$ cat src/rtl/imm_compress.sv
// Inverse immediate extender: classifies a 32-bit constant into the (imm16, extOp)
// pair that regenerates it, buffered in a 2-entry FIFO with valid/ready flow control.
module imm_compress (
  input  logic        clk,
  input  logic        reset,
  input  logic        in_valid,
  output logic        in_ready,
  input  logic [31:0] in_data,
  input  logic        clr_cnt,
  output logic        out_valid,
  input  logic        out_ready,
  output logic [15:0] out_imm16,
  output logic [1:0]  out_extOp,
  output logic        out_fit,
  output logic [7:0]  miss_cnt
);

  typedef enum logic [1:0] {
    EXT_SIGN = 2'd0,
    EXT_ZERO = 2'd1,
    EXT_LUI  = 2'd2,
    EXT_NONE = 2'd3
  } ext_op_e;

  typedef struct packed {
    logic [15:0] imm16;
    ext_op_e     ext_op;
  } entry_t;

  entry_t      cls_d;
  entry_t      mem_q [2];
  entry_t      head;
  logic        wr_ptr_q, rd_ptr_q;
  logic [1:0]  count_q, count_d;
  logic [7:0]  miss_cnt_q, miss_cnt_d;
  logic        push, pop;

  // Fixed priority: sign wins over zero, which wins over load-upper.
  always_comb begin
    // NOTE: default first so every path assigns cls_d and no latch is inferred.
    cls_d = '{imm16: 16'h0000, ext_op: EXT_NONE};
    if ((&in_data[31:15]) || !(|in_data[31:15])) begin
      cls_d = '{imm16: in_data[15:0], ext_op: EXT_SIGN};
    end else if (!(|in_data[31:16])) begin
      cls_d = '{imm16: in_data[15:0], ext_op: EXT_ZERO};
    end else if (!(|in_data[15:0])) begin
      cls_d = '{imm16: in_data[31:16], ext_op: EXT_LUI};
    end
  end

  assign in_ready  = (count_q != 2'd2);
  assign out_valid = (count_q != 2'd0);
  assign push      = in_valid && in_ready;
  assign pop       = out_valid && out_ready;

  always_comb begin
    count_d = count_q;
    case ({push, pop})
      2'b10:   count_d = count_q + 2'd1;
      2'b01:   count_d = count_q - 2'd1;
      default: count_d = count_q;
    endcase
  end

  always_comb begin
    miss_cnt_d = miss_cnt_q;
    if (clr_cnt) begin
      miss_cnt_d = 8'd0;
    end else if (push && (cls_d.ext_op == EXT_NONE) && (miss_cnt_q != 8'hFF)) begin
      miss_cnt_d = miss_cnt_q + 8'd1;
    end
  end

  always_ff @(posedge clk or negedge reset) begin
    if (!reset) begin
      // NOTE: sequential state uses non-blocking assignments so all registers update together.
      wr_ptr_q   <= 1'b0;
      rd_ptr_q   <= 1'b0;
      count_q    <= 2'd0;
      miss_cnt_q <= 8'd0;
    end else begin
      if (push) wr_ptr_q <= ~wr_ptr_q;
      if (pop)  rd_ptr_q <= ~rd_ptr_q;
      count_q    <= count_d;
      miss_cnt_q <= miss_cnt_d;
    end
  end

  // NOTE: storage is not reset; the head is masked by count, so stale data never escapes.
  always_ff @(posedge clk) begin
    if (push) mem_q[wr_ptr_q] <= cls_d;
  end

  assign head      = mem_q[rd_ptr_q];
  assign out_imm16 = out_valid ? head.imm16 : 16'h0000;
  assign out_extOp = out_valid ? head.ext_op : 2'd0;
  assign out_fit   = out_valid && (head.ext_op != EXT_NONE);
  assign miss_cnt  = miss_cnt_q;

endmodule

$ cat config.mk
export PLATFORM = sky130hd
export DESIGN_NAME = imm_compress
export DESIGN_NICKNAME = d
export VERILOG_FILES = /design/src/rtl/imm_compress.sv
export SDC_FILE = /design/constraint.sdc
export NUM_CORES = 1
export LEC_CHECK = 0
export CORE_UTILIZATION = 40
export CTS_BUF_LIST = sky130_fd_sc_hd__clkbuf_8
export CTS_CLUSTER_DIAMETER = 60
export DETAILED_ROUTE_END_ITERATION = 8
export GPL_TIMING_DRIVEN = 0
export PLACE_DENSITY = 0.69
export SLEW_MARGIN = 20
export SYNTH_ARGS = -nofsm -noshare
export SYNTH_HDL_FRONTEND = slang
export SYNTH_SLANG_ARGS = --single-unit
export TNS_END_PERCENT = 1
$ cat constraint.sdc
create_clock -name clk -period 2.1 [get_ports clk]
set_input_delay 0.42 -clock clk [delete_from_list [all_inputs] [get_ports clk]]
set_output_delay 0.42 -clock clk [all_outputs]
set_load 0.03 [all_outputs]
# [Yosys cells after proc, flatten, opt, wreduce, memory -nomap -nowiden]
# Memory sizes are Yosys's and may differ from the RTL's.
# Index checks and enable logic that the tools add are counted.
# Widths: inputs -> output; s select.
[totals] regBits=12 ram_bits=36 input_bits=37 out_inout_bits=29 n_memories=1
[classes] addsub=3 eq_ne=6 n_mux=10 bitwise_logic=2 reduce_logical=14
[memory_table] name="mem_q" words=2 width=18 rd=1 rd_ports_with_merged_regs=0 wr=1 line_no="31" source="entry_t mem_q [2];"
[ops] cell="$mux 18" count=3
[ops] cell="$reduce_or 16->1" count=2
[ops] cell="$reduce_and 17->1" count=1
[ops] cell="$reduce_or 17->1" count=1
[ops] cell="$mux 16" count=1
[ops] cell="$mux 8" count=2
[ops] cell="$add 8x1->8 const B" count=1
[ops] cell="$ne 8x8->1 const B" count=1
[ops] cell="$reduce_bool 2->1" count=3
[ops] cell="$logic_and 1x1->1" count=5
[ops] cell="$eq 2x2->1 const B" count=2
[ops] cell="$ne 2x2->1 const B" count=2
[ops] cell="$pmux 2 s2" count=1
[ops] cell="$add 2x1->2 const B" count=1
[ops] cell="$eq 2x1->1 const B" count=1
[ops] cell="$mux 1" count=2
[ops] cell="$mux 2" count=1
[ops] cell="$not 1->1" count=2
[ops] cell="$sub 2x1->2 const B" count=1
[ops] cell="$logic_not 1->1" count=1
[ops] cell="$logic_or 1x1->1" count=1

# [Logic depth before layout (Yosys ltp)]
# Gate-level depths: netlist of run 1.
[depth] ltp_word=9 mapped_depth=7 ltp_nobuf=6

# [Least setup slack after synthesis of run 1]
# No wires, ideal clock.
[synth_timing] path_kind="register to output" from="register rd_ptr_q" to="output port out_fit" arrival_ps=1743 t_required_ps=1680 slack_ps=-63 stages_incl_launch_ff=5 cell_sequence="dfrtp_1 -> clkbuf_1 -> buf_1 -> nor2_1 -> a311oi_1"
[synth_between] elab_chain_cells=3
[synth_lines] element="from (decl)" line_no="33" source="logic wr_ptr_q, rd_ptr_q;"
[synth_lines] element="from (signal assigned)" line_no="83" source="if (pop) rd_ptr_q <= ~rd_ptr_q;"
[synth_lines] element="$mem_v2 2x18"
[synth_lines] element="$ne 2x2->1" line_no="97" source="assign out_fit = out_valid && (head.ext_op != EXT_NONE);"
[synth_lines] element="$logic_and 1x1->1" line_no="97"
[synth_lines] element="to (decl)" line_no="14" source="output logic out_fit,"
# No other way between the ends.

# [Worst setup path after layout of run 1]
[layout_timing] from="input port in_data[30]" to="register miss_cnt_q[7] (netlist: miss_cnt[7])"
[layout_between] elab_chain_cells=8 word_cells_on_any_way=11
[layout_lines] element="from (decl)" line_no="8" source="input logic [31:0] in_data,"
[layout_lines] element="$reduce_or 17->1" line_no="42" source="if ((&in_data[31:15]) || !(|in_data[31:15])) begin"
[layout_lines] element="$logic_not 1->1" line_no="42"
[layout_lines] element="$logic_or 1x1->1" line_no="42"
[layout_lines] element="$mux 18 (*)" line_no="42"
[layout_lines] element="$eq 2x2->1 (*)" line_no="69" source="end else if (push && (cls_d.ext_op == EXT_NONE) && (miss_cnt_q != 8'hFF)) begin"
[layout_lines] element="$logic_and 1x1->1 (*) (2 in a row)" line_no="69"
[layout_lines] element="$reduce_bool 2->1 (no line) (*)"
[layout_lines] element="to (signal assigned)" line_no="85" source="miss_cnt_q <= miss_cnt_d;"
[layout_lines] element="to (decl)" line_no="35" source="logic [7:0] miss_cnt_q, miss_cnt_d;"
# Every way passes the cells marked *; elsewhere a longest branch is shown, timed or not.
# A chain may end at the register's enable or synchronous reset.

==> results_dict.tcl, run 1 <==
set metrics [dict create \
    r2r-start "miss_cnt[0]" \
    drc 0 \
    io-pin-count 66 \
    cts_hold_buf 0 \
    cp_data_required_time_ns 2.32 \
    postRouteAntennaNets 0 \
    synth_compound_area_share_pct 10.80 \
    wl_per_cell_um 16.55 \
    stdcell_area_mm2 0.003314 \
    holdCritPathClass "primary input to asynchronous set/reset pin" \
    start_util_pct 41.98 \
    num_rows 27 \
    antenna_cells 0 \
    core_mm2 0.005574 \
    max_slew.worst_pin.slew_ns 0.9341 \
    crit_chain "clkdlybuf4s50_1 > nor4_2 > nand4_1 > buf_4 > o21ai_4 > buf_4 > buf_4 > or4_1 > a21oi_1" \
    placed_area_mm2 0.003090 \
    clkTransAtPathRegs_ns 0.08 \
    power_mw 3.831 \
    netlist_instances 189 \
    avgSynthCellArea_um2 12.38 \
    cts_tree "done" \
    grt_max_degree 19 \
    critPathSlowestCell "clkdlybuf4s50_1" \
    yosys.area.top_type "edfxtp_1" \
    hold_violations 0 \
    maxCapViolCount 0 \
    synthToLayoutAreaGrowth_pct 41.66 \
    timing.final.crit_share_pct 99.73 \
    rr_worst_depth 6 \
    power.leakage_nw 1.321 \
    synth_top_family_by_area "simple AND/OR/NAND/NOR gates" \
    yosysWarnings 0 \
    grt-ovfl-total 0 \
    drive_gt1_share_pct 16.54 \
    yosys.area_share.simple_pct 15.08 \
    syn-num-nets 228 \
    r2r-end "miss_cnt[7]" \
    h-tree-depth 2 \
    yosysSeqAreaShare_pct 59.04 \
    crit_end "miss_cnt[7]" \
    first_iter_violations 106 \
    viasPerCell 5.399 \
    max-slew-margin-rel_pct 37.73 \
    finalWeightedCongestion 0.7956 \
    vias 1825 \
    slowest_delay_ns 0.55 \
    synth_cell_types 35 \
    clk_path_buf_depth 2 \
    grt_pass1_wl_um 8935 \
    nets 304 \
    die_w_um 78.48 \
    clock_latency_ns 0.30 \
    ys_ff_latch 48 \
    die_h_um 78.48 \
    layout_common_cells "36 x edfxtp_1, 33 x clkdlybuf4s50_1, 25 x dlygate4sd2_1" \
    grt_pass1_vias 1823 \
    cts_num_sinks 48 \
    gr-usage-all-layers_pct 19.20 \
    cts_root_buf "clkbuf_8" \
    endpoint_kind "flip-flop" \
    grt_antenna_before_repair 0 \
    vdd_drop_max_v 0.0008043 \
    synth_top_cell_area_share_pct 46.20 \
    critPathLaunchType "primary input" \
    netlist_top_cells_area "edfxtp_1 46%, dfrtp_1 13%, mux2i_1 7.7%" \
    maxSlewViolCount 0 \
    finalSetupViolCount 0 \
    critical_path_class "primary input to flip-flop" \
    synth_mux_area_share_pct 8.663 \
    drtPass1Iterations 4 \
    crit_arrival_ns 2.31 \
    cts_made_buffers 5 \
    fin_crit_ns 2.094 \
    path_max_fanout 3 \
    synthXorXnorAreaFrac_pct 1.872 \
    routed_wl_um 5595 \
    synthAdderAreaFrac_pct 1.070 \
    p_per_area_mw_per_mm2 1156 \
    crit_start "in_data[30]" \
    place_hpwl_um 4024 \
    cp_common_cell "buf_4" \
    final_common_cell "edfxtp_1" \
    die_area_mm2 0.006159 \
    reg2reg_slack_ns 0.17 \
    portBuffers 64 \
    fmax_mhz 477.5 \
    status "finished clean" \
    netlist_area_mm2 0.002340 \
    clock_skew_ns 0.005246 \
]
==> layer usage <==
layer	share of wire [%]	track usage, %	vias up
li1	-	-	872
met1	43	24.42	891
met2	52	33.77	53
met3	3.8	2.674	9
met4	1.4	5.741	0
met5	0	0	-
==> where the power goes <==
group / internal (mW) / leakage (nW) / switching [mW] / total, mW
clock network: 0.358 / 0.0548 / 0.310 / 0.669
logic: 0.659 / 0.775 / 1.14 / 1.80
registers: 1.26 / 0.491 / 0.0998 / 1.36
total: 2.28 / 1.32 / 1.55 / 3.83
==> Yosys cell counts <==
master / number
edfxtp_1: 36
nand2_1: 6
xor2_1: 2
nor4_1: 8
buf_2: 1
nand4_1: 7
and3_1: 2
buf_4: 1
dfrtp_1: 12
buf_12: 1
o21ai_2: 4
a311oi_1: 1
nor2_1: 26
mux2i_1: 18
or3_1: 5
or4_4: 1
o31ai_1: 1
xnor2_1: 3
a22o_1: 16
a21oi_1: 3
nor2b_1: 4
buf_6: 1
o21ai_0: 2
nand3b_1: 1
buf_1: 3
inv_1: 3
or2b_2: 1
mux2_2: 2
ha_1: 2
nor3_1: 3
a21oi_2: 3
o211a_1: 1
clkbuf_1: 4
nand3_1: 4
or4_1: 1
==> worst min-delay path by stage <==
stage                  end  startpoint  depth (start not counted)  slack (ns)
4_1_cts         count_q[1]  count_q[1]                          1        0.49
2_1_floorplan   count_q[0]       reset                          0        0.12
3_5_place_dp    count_q[1]  count_q[1]                          1        0.48
6_report       miss_cnt[1]       reset                          1        0.48
3_3_place_gp    count_q[1]  count_q[1]                          1        0.47
5_1_grt        miss_cnt[1]       reset                          1        0.52
==> cells by family after synthesis <==
family,count (synthesis)
compound gates,31
xor+xnor,5
fa+ha+maj,2
buf+inv,14
flops,48
mux,20
simple gates,69
==> worst max-delay path: cells and delay by family <==
family / cells / cell delay, ns
AO/OA/AOI/OAI: 2 / 0.21
AND/OR/NAND/NOR: 3 / 0.71
buffers and inverters: 4 / 0.96
==> registers in the layout, summed over array words and instances (netlist names) <==
| name | cells |
|---|---|
| count_q | 2 |
| mem_q | 36 |
| wr_ptr_q | 1 |
| rd_ptr_q | 1 |
| miss_cnt | 8 |
==> per-stage QoR <==
stage | instances | setup TNS [ns] | hold slack [ns] | setup slack [ns] | utilization [%]
after global placement | 325 | -38.95 | 0.4677 | -0.6696 | 55.20
final | 338 | 0 | 0.4827 | 0.005598 | 59.46
after CTS | 334 | -0.4989 | 0.4932 | -0.05650 | 58.05
after floorplan | 189 | 0 | 0.1244 | 0.1337 | -
after global routing | 338 | -0.6301 | 0.5190 | -0.04874 | 59.46
after detailed placement | 326 | -29.91 | 0.4772 | -0.7946 | 55.44
==> cell type report <==
type,instances,area (um2)
buffer,10,108.9
timing repair buffer,70,671.9
clock inverter,3,46.29
sequential,48,1383
fill,478,2260
clock buffer,5,68.82
multi-input combinational,127,934.6
tap,72,90.09
inverter,3,11.26
==> what timing repair did <==
action,CTS,global route
endpoints found under the hold margin,0,0
buffers inserted,0,5
gates resized for setup,46,14
pin swaps,2,4
endpoints found under the setup margin,61,60
(Power assumes the default switching activity.)
==> run 2, diff against run 1 <==
- CORE_UTILIZATION: 40 -> 49
- PLACE_DENSITY: 0.69 -> 0.82
==> run 2 against run 1 <==
Net effect:
- highest routed layer unchanged
- the run now ends with design-rule violations left
- largest power group unchanged
- wire length fell by 3.5%
- non-clock buffer count up 1
- clock skew is 0.00077 ns lower
- via count is 2.7% higher
- critical path type is now flip-flop to primary output
- cell count fell by 5.6%
- sequential power barely moved
==> results_dict.tcl, run 2 (same netlist as run 1, synthesis figures left out) <==
set metrics [dict create \
    p_per_area_mw_per_mm2 1128 \
    vias 1875 \
    largest_register_ffs 36 \
    path_max_fanout 10 \
    vdd_drop_max_v 0.0008372 \
    clkTransAtPathRegs_ns 0.08 \
    first_iter_violations 187 \
    num_rows 24 \
    routed_wl_um 5398 \
    crit_end "out_imm16[2]" \
    finalSetupViolCount 0 \
    power.leakage_nw 1.360 \
    cts_num_sinks 48 \
    core_mm2 0.004474 \
    r2r-end "miss_cnt[7]" \
    antenna_cells 0 \
    maxCapViolCount 0 \
    dp_cells 306 \
    grt_pass1_wl_um 8411 \
    rr_worst_depth 6 \
    die_area_mm2 0.005055 \
    wl_per_cell_um 16.92 \
    io-pin-count 66 \
    layout_common_cells "36 x edfxtp_1, 27 x clkdlybuf4s50_1, 24 x nor2_1" \
    fmax_mhz 487.7 \
    portBuffers 64 \
    max_slew.worst_pin.slew_ns 0.8673 \
    clock_skew_ns 0.004480 \
    h-tree-depth 2 \
    violations "design-rule violations" \
    grt_max_degree 19 \
    drc 5 \
    cts_root_buf "clkbuf_8" \
    critical_path_class "flip-flop to primary output" \
    grt-ovfl-total 0 \
    maxSlewViolCount 0 \
    reg2reg_slack_ns 0.19 \
    cts_made_buffers 5 \
    cts_tree "done" \
    start_util_pct 52.29 \
    synthToLayoutAreaGrowth_pct 38.98 \
    gr-usage-all-layers_pct 22.33 \
    crit_start "rd_ptr_q" \
    endpoint_kind "primary output" \
    nets 305 \
    fin_hold_ws_ns 0.4650 \
    status "complete, but fails checks" \
    timing.final.crit_share_pct 97.63 \
    postRouteAntennaNets 0 \
    power_mw 3.667 \
    die_w_um 71.10 \
    r2r-start "miss_cnt[0]" \
    clock_latency_ns 0.30 \
    hold_violations 0 \
    holdCritPathClass "primary input to asynchronous set/reset pin" \
    rsz0062_at_grt "yes" \
    final-instance-count-excl-fill 319 \
    critPathLaunchType "flip-flop" \
    largest_register "mem_q" \
    grt_antenna_before_repair 0 \
    viasPerCell 5.878 \
    final_common_cell "edfxtp_1" \
    finalWeightedCongestion 0.7805 \
    die_h_um 71.10 \
    drtPass1Iterations 7 \
    clk_path_buf_depth 2 \
    drive_gt1_share_pct 19.85 \
    cp_data_required_time_ns 1.68 \
    max-slew-margin-rel_pct 42.18 \
    cts_hold_buf 0 \
    grt_pass1_vias 1711 \
    fin_crit_ns 2.050 \
    crit_arrival_ns 1.63 \
    place_hpwl_um 3818 \
]
==> run 2: critical path, cell delays in order (launching register included) <==
cell,delay (ns)
dfrtp_1,0.32
clkbuf_2,0.17
buf_8,0.18
mux2i_1,0.24
nor2_1,0.05
dlygate4sd2_1,0.35
==> run 2: how the worst min path moves through the flow <==
stage / startpoint / endpoint / cells past startpoint
floorplan: reset / count_q[0] / 0
global placement: count_q[1] / count_q[1] / 1
detailed placement: count_q[1] / count_q[1] / 1
CTS: reset / miss_cnt[6] / 1
global route: reset / miss_cnt[5] / 1
finish: reset / miss_cnt[1] / 1
==> run 2: cell type report <==
class | instances | area (um2)
inverters | 3 | 11.26
repair buffers | 70 | 661.9
well taps | 52 | 65.06
fillers | 318 | 1222
flip-flops and latches | 48 | 1381
clock inverters | 3 | 12.51
clock buffers | 5 | 68.82
plain buffers | 11 | 111.4
multi-input cells | 127 | 939.7
==> run 2: what timing repair did <==
item	in CTS	in global routing
buffers inserted	0	5
pin swaps	4	5
resized for setup	44	38
endpoints found under the setup margin	59	59
==> run 2: power breakdown <==
| part | leakage, nW | internal, mW | switching [mW] |
|---|---|---|---|
| logic | 0.817 | 0.661 | 1.15 |
| registers | 0.492 | 1.26 | 0.0858 |
| clock network | 0.0505 | 0.224 | 0.282 |
==> run 2: metal layers <==
| layer | track usage (%) | routed length [um] | vias up |
|---|---|---|---|
| met4 | 8.667 | 100 | 0 |
| met1 | 27.41 | 2184 | 906 |
| met5 | 0 | 0 | - |
| li1 | - | - | 876 |
| met2 | 38.35 | 2736 | 84 |
| met3 | 5.271 | 376 | 9 |
==> run 2: through the flow <==
step / cell area (um2) / setup slack (ns) / TNS, ns / util, %
6_report: 3252 / 0.04971 / 0 / 72.68
5_1_grt: 3252 / -0.04313 / -0.1467 / 72.68
4_1_cts: 3172 / -0.01585 / -0.07795 / 70.89
3_5_place_dp: 3065 / -0.6834 / -27.34 / 68.51
3_3_place_gp: 3052 / -0.6906 / -35.66 / 68.20
2_1_floorplan: 2346 / 0.1337 / 0 / -
==> run 3, diff against run 2 <==
- SKIP_LAST_GASP: not set -> 1
- SLEW_MARGIN: 20 -> not set
- clock period: 2.1 -> 2.3 ns (I/O delays scaled with it)
==> run 3 against run 2 <==
Net effect:
- clock power grew 13%
- sequential share of layout area grew 0.95 points
- hold slack gained 0.026 ns
- critical path depth is the same
- die area is the same
- global-route usage grew 0.12 points
- core utilization shrank 1.6 points
- non-clock buffer count shrank 5
- sequential cell count is the same
- wire length shrank 4.3%
- via count shrank 3.9%
- the run ends with design-rule violations, negative setup slack left
- total power shrank 3.1%
==> results_dict.tcl, run 3 (same netlist as run 1, synthesis figures left out) <==
set metrics [dict create \
    fin_crit_ns 2.477 \
    p_per_area_mw_per_mm2 1117 \
    layout_common_cells "61 x clkdlybuf4s50_1, 36 x edfxtp_1, 25 x nor2_1" \
    postRouteAntennaNets 0 \
    die_h_um 71.10 \
    clkTransAtPathRegs_ns 0.07 \
    power_frac_seq_pct 34.4 \
    power_frac_clock_pct 16.1 \
    crit_buf_inv 3 \
    dp_cells 306 \
    largest_register_ffs 36 \
    final-instance-count-excl-fill 314 \
    cp_data_required_time_ns 1.84 \
    place_hpwl_um 3869 \
    fill_cells 341 \
    num_rows 24 \
    final_common_cell "clkdlybuf4s50_1" \
    cts_num_sinks 48 \
    drtPass1Iterations 6 \
    vdd_drop_max_v 0.0008114 \
    grt_max_degree 19 \
    p_comb_share_pct 49.4 \
    max-slew-margin-rel_pct 42.18 \
    fmax_mhz 403.7 \
    grt_pass1_vias 1786 \
    maxSlewViolCount 0 \
    intPower_mw 2.187 \
    hold_violations 0 \
    critPathSlowestCell "clkdlybuf4s50_1" \
    wl_per_cell_um 16.45 \
    cts_made_buffers 5 \
    grt_antenna_before_repair 0 \
    clock_skew_ns 0.008234 \
    power.leakage_nw 1.207 \
    core_mm2 0.004474 \
    io-pin-count 66 \
    rsz0062_at_grt "yes" \
    holdCritPathClass "flip-flop to flip-flop" \
    crit_chain "clkbuf_1 > clkbuf_4 > mux2i_1 > nor2_1 > clkdlybuf4s50_1" \
    maxCapViolCount 0 \
    critPathLaunchType "flip-flop" \
    die_w_um 71.10 \
    power_switching_mw 1.366 \
    clk_path_buf_depth 2 \
    endpoint_kind "primary output" \
    post_cts_buffers 0 \
    violations "design-rule violations, negative setup slack" \
    finalSetupViolCount 21 \
    crit_arrival_ns 2.02 \
    viasPerCell 5.739 \
    switching_share_pct 38.45 \
    routed_wl_um 5164 \
    nets 300 \
    dpl_worst_slack_ns -0.3772 \
    cts_root_buf "clkbuf_8" \
    vias 1802 \
    gr-usage-all-layers_pct 22.44 \
    crit_family "buffers and inverters" \
    cts_tree "done" \
    drive_gt1_share_pct 10.69 \
    finalWeightedCongestion 0.8162 \
    grt-ovfl-total 0 \
    first_iter_violations 138 \
    critical_path_class "flip-flop to primary output" \
    grt_pass1_wl_um 8493 \
    clock_latency_ns 0.30 \
    path_max_fanout 10 \
    largest_register "mem_q" \
    setup_ws_ns -0.1769 \
    slowest_delay_ns 0.70 \
    cts_hold_buf 0 \
    start_util_pct 52.29 \
    die_area_mm2 0.005055 \
    synthToLayoutAreaGrowth_pct 35.94 \
    drc 5 \
    antenna_cells 0 \
    max_slew.worst_pin.slew_ns 0.8674 \
    timing.final.crit_share_pct 107.7 \
    portBuffers 64 \
    h-tree-depth 2 \
    status "complete, but fails checks" \
]
## run 3: changes by cell type in the layout (fill, tap and decap cells not counted), sizes merged, moves of 2 or more
| cell | change |
|---|---|
| inv | -2 |
| clkdlybuf4s15 | -2 |
| buf | -6 |
| clkbuf | -7 |
| dlygate4sd2 | -13 |
| dlymetal6s2s | -11 |
| clkdlybuf4s50 | +34 |
## run 3: final cells by class
cell class	instances	area (um2)	share of cell area, %
buffer	11	81.33	2.557
clock buffer	5	68.82	2.164
clock inverter	3	37.54	1.180
inverter	3	11.26	0.3541
multi-input combinational	127	879.6	27.66
sequential	48	1381	43.43
tap	52	65.06	2.046
timing repair buffer	65	655.6	20.61
## run 3: per-stage QoR
stage	TNS, ns	power [mW]	cell area [um2]	utilization [%]	hold WS [ns]
after floorplan	0	2.298	2340	-	0.1644
after global placement	-22.91	2.965	3045	68.06	0.4717
after detailed placement	-14.16	3.009	3063	68.46	0.4825
after CTS	-4.207	3.576	3174	70.95	0.4959
after global routing	-5.512	3.729	3181	71.09	0.5170
final	-2.071	3.554	3181	71.09	0.4912
## run 3: timing repair
item,4_1_cts,5_1_grt
endpoints found under the setup margin,40,42
gates resized for setup,7,4
pin swaps,0,0
## run 3: power by group through the flow
stage	Combinational, mW	Clock, mW	Sequential (mW)
finish	1.76	0.573	1.22
global route	1.87	0.621	1.24
CTS	1.77	0.585	1.23
detailed placement	1.77	0	1.24
global placement	1.73	0	1.24
floorplan	1.06	0	1.24
## run 3: path summary, 6_finish.rpt
path | slack [ns] | cells past startpoint | start | to
setup / recovery | -0.18 | 5 | rd_ptr_q | out_imm16[14]
hold / removal | 0.49 | 1 | count_q[1] | count_q[1]
setup reg to reg | 0.41 | 6 | miss_cnt[0] | miss_cnt[7]
hold reg to reg | 0.49 | 1 | count_q[1] | count_q[1]
max in group asynchronous | 1.42 | 1 | reset | wr_ptr_q
min in group asynchronous | 0.52 | 1 | reset | miss_cnt[1]
## run 3: metal layers
metal	global-route usage [%]	vias to the layer above	part of all wire, %
met5	0	-	0
met4	11.56	0	2.0
met3	5.698	12	8.4
met2	38.03	99	50
met1	26.53	828	40
li1	-	863	-
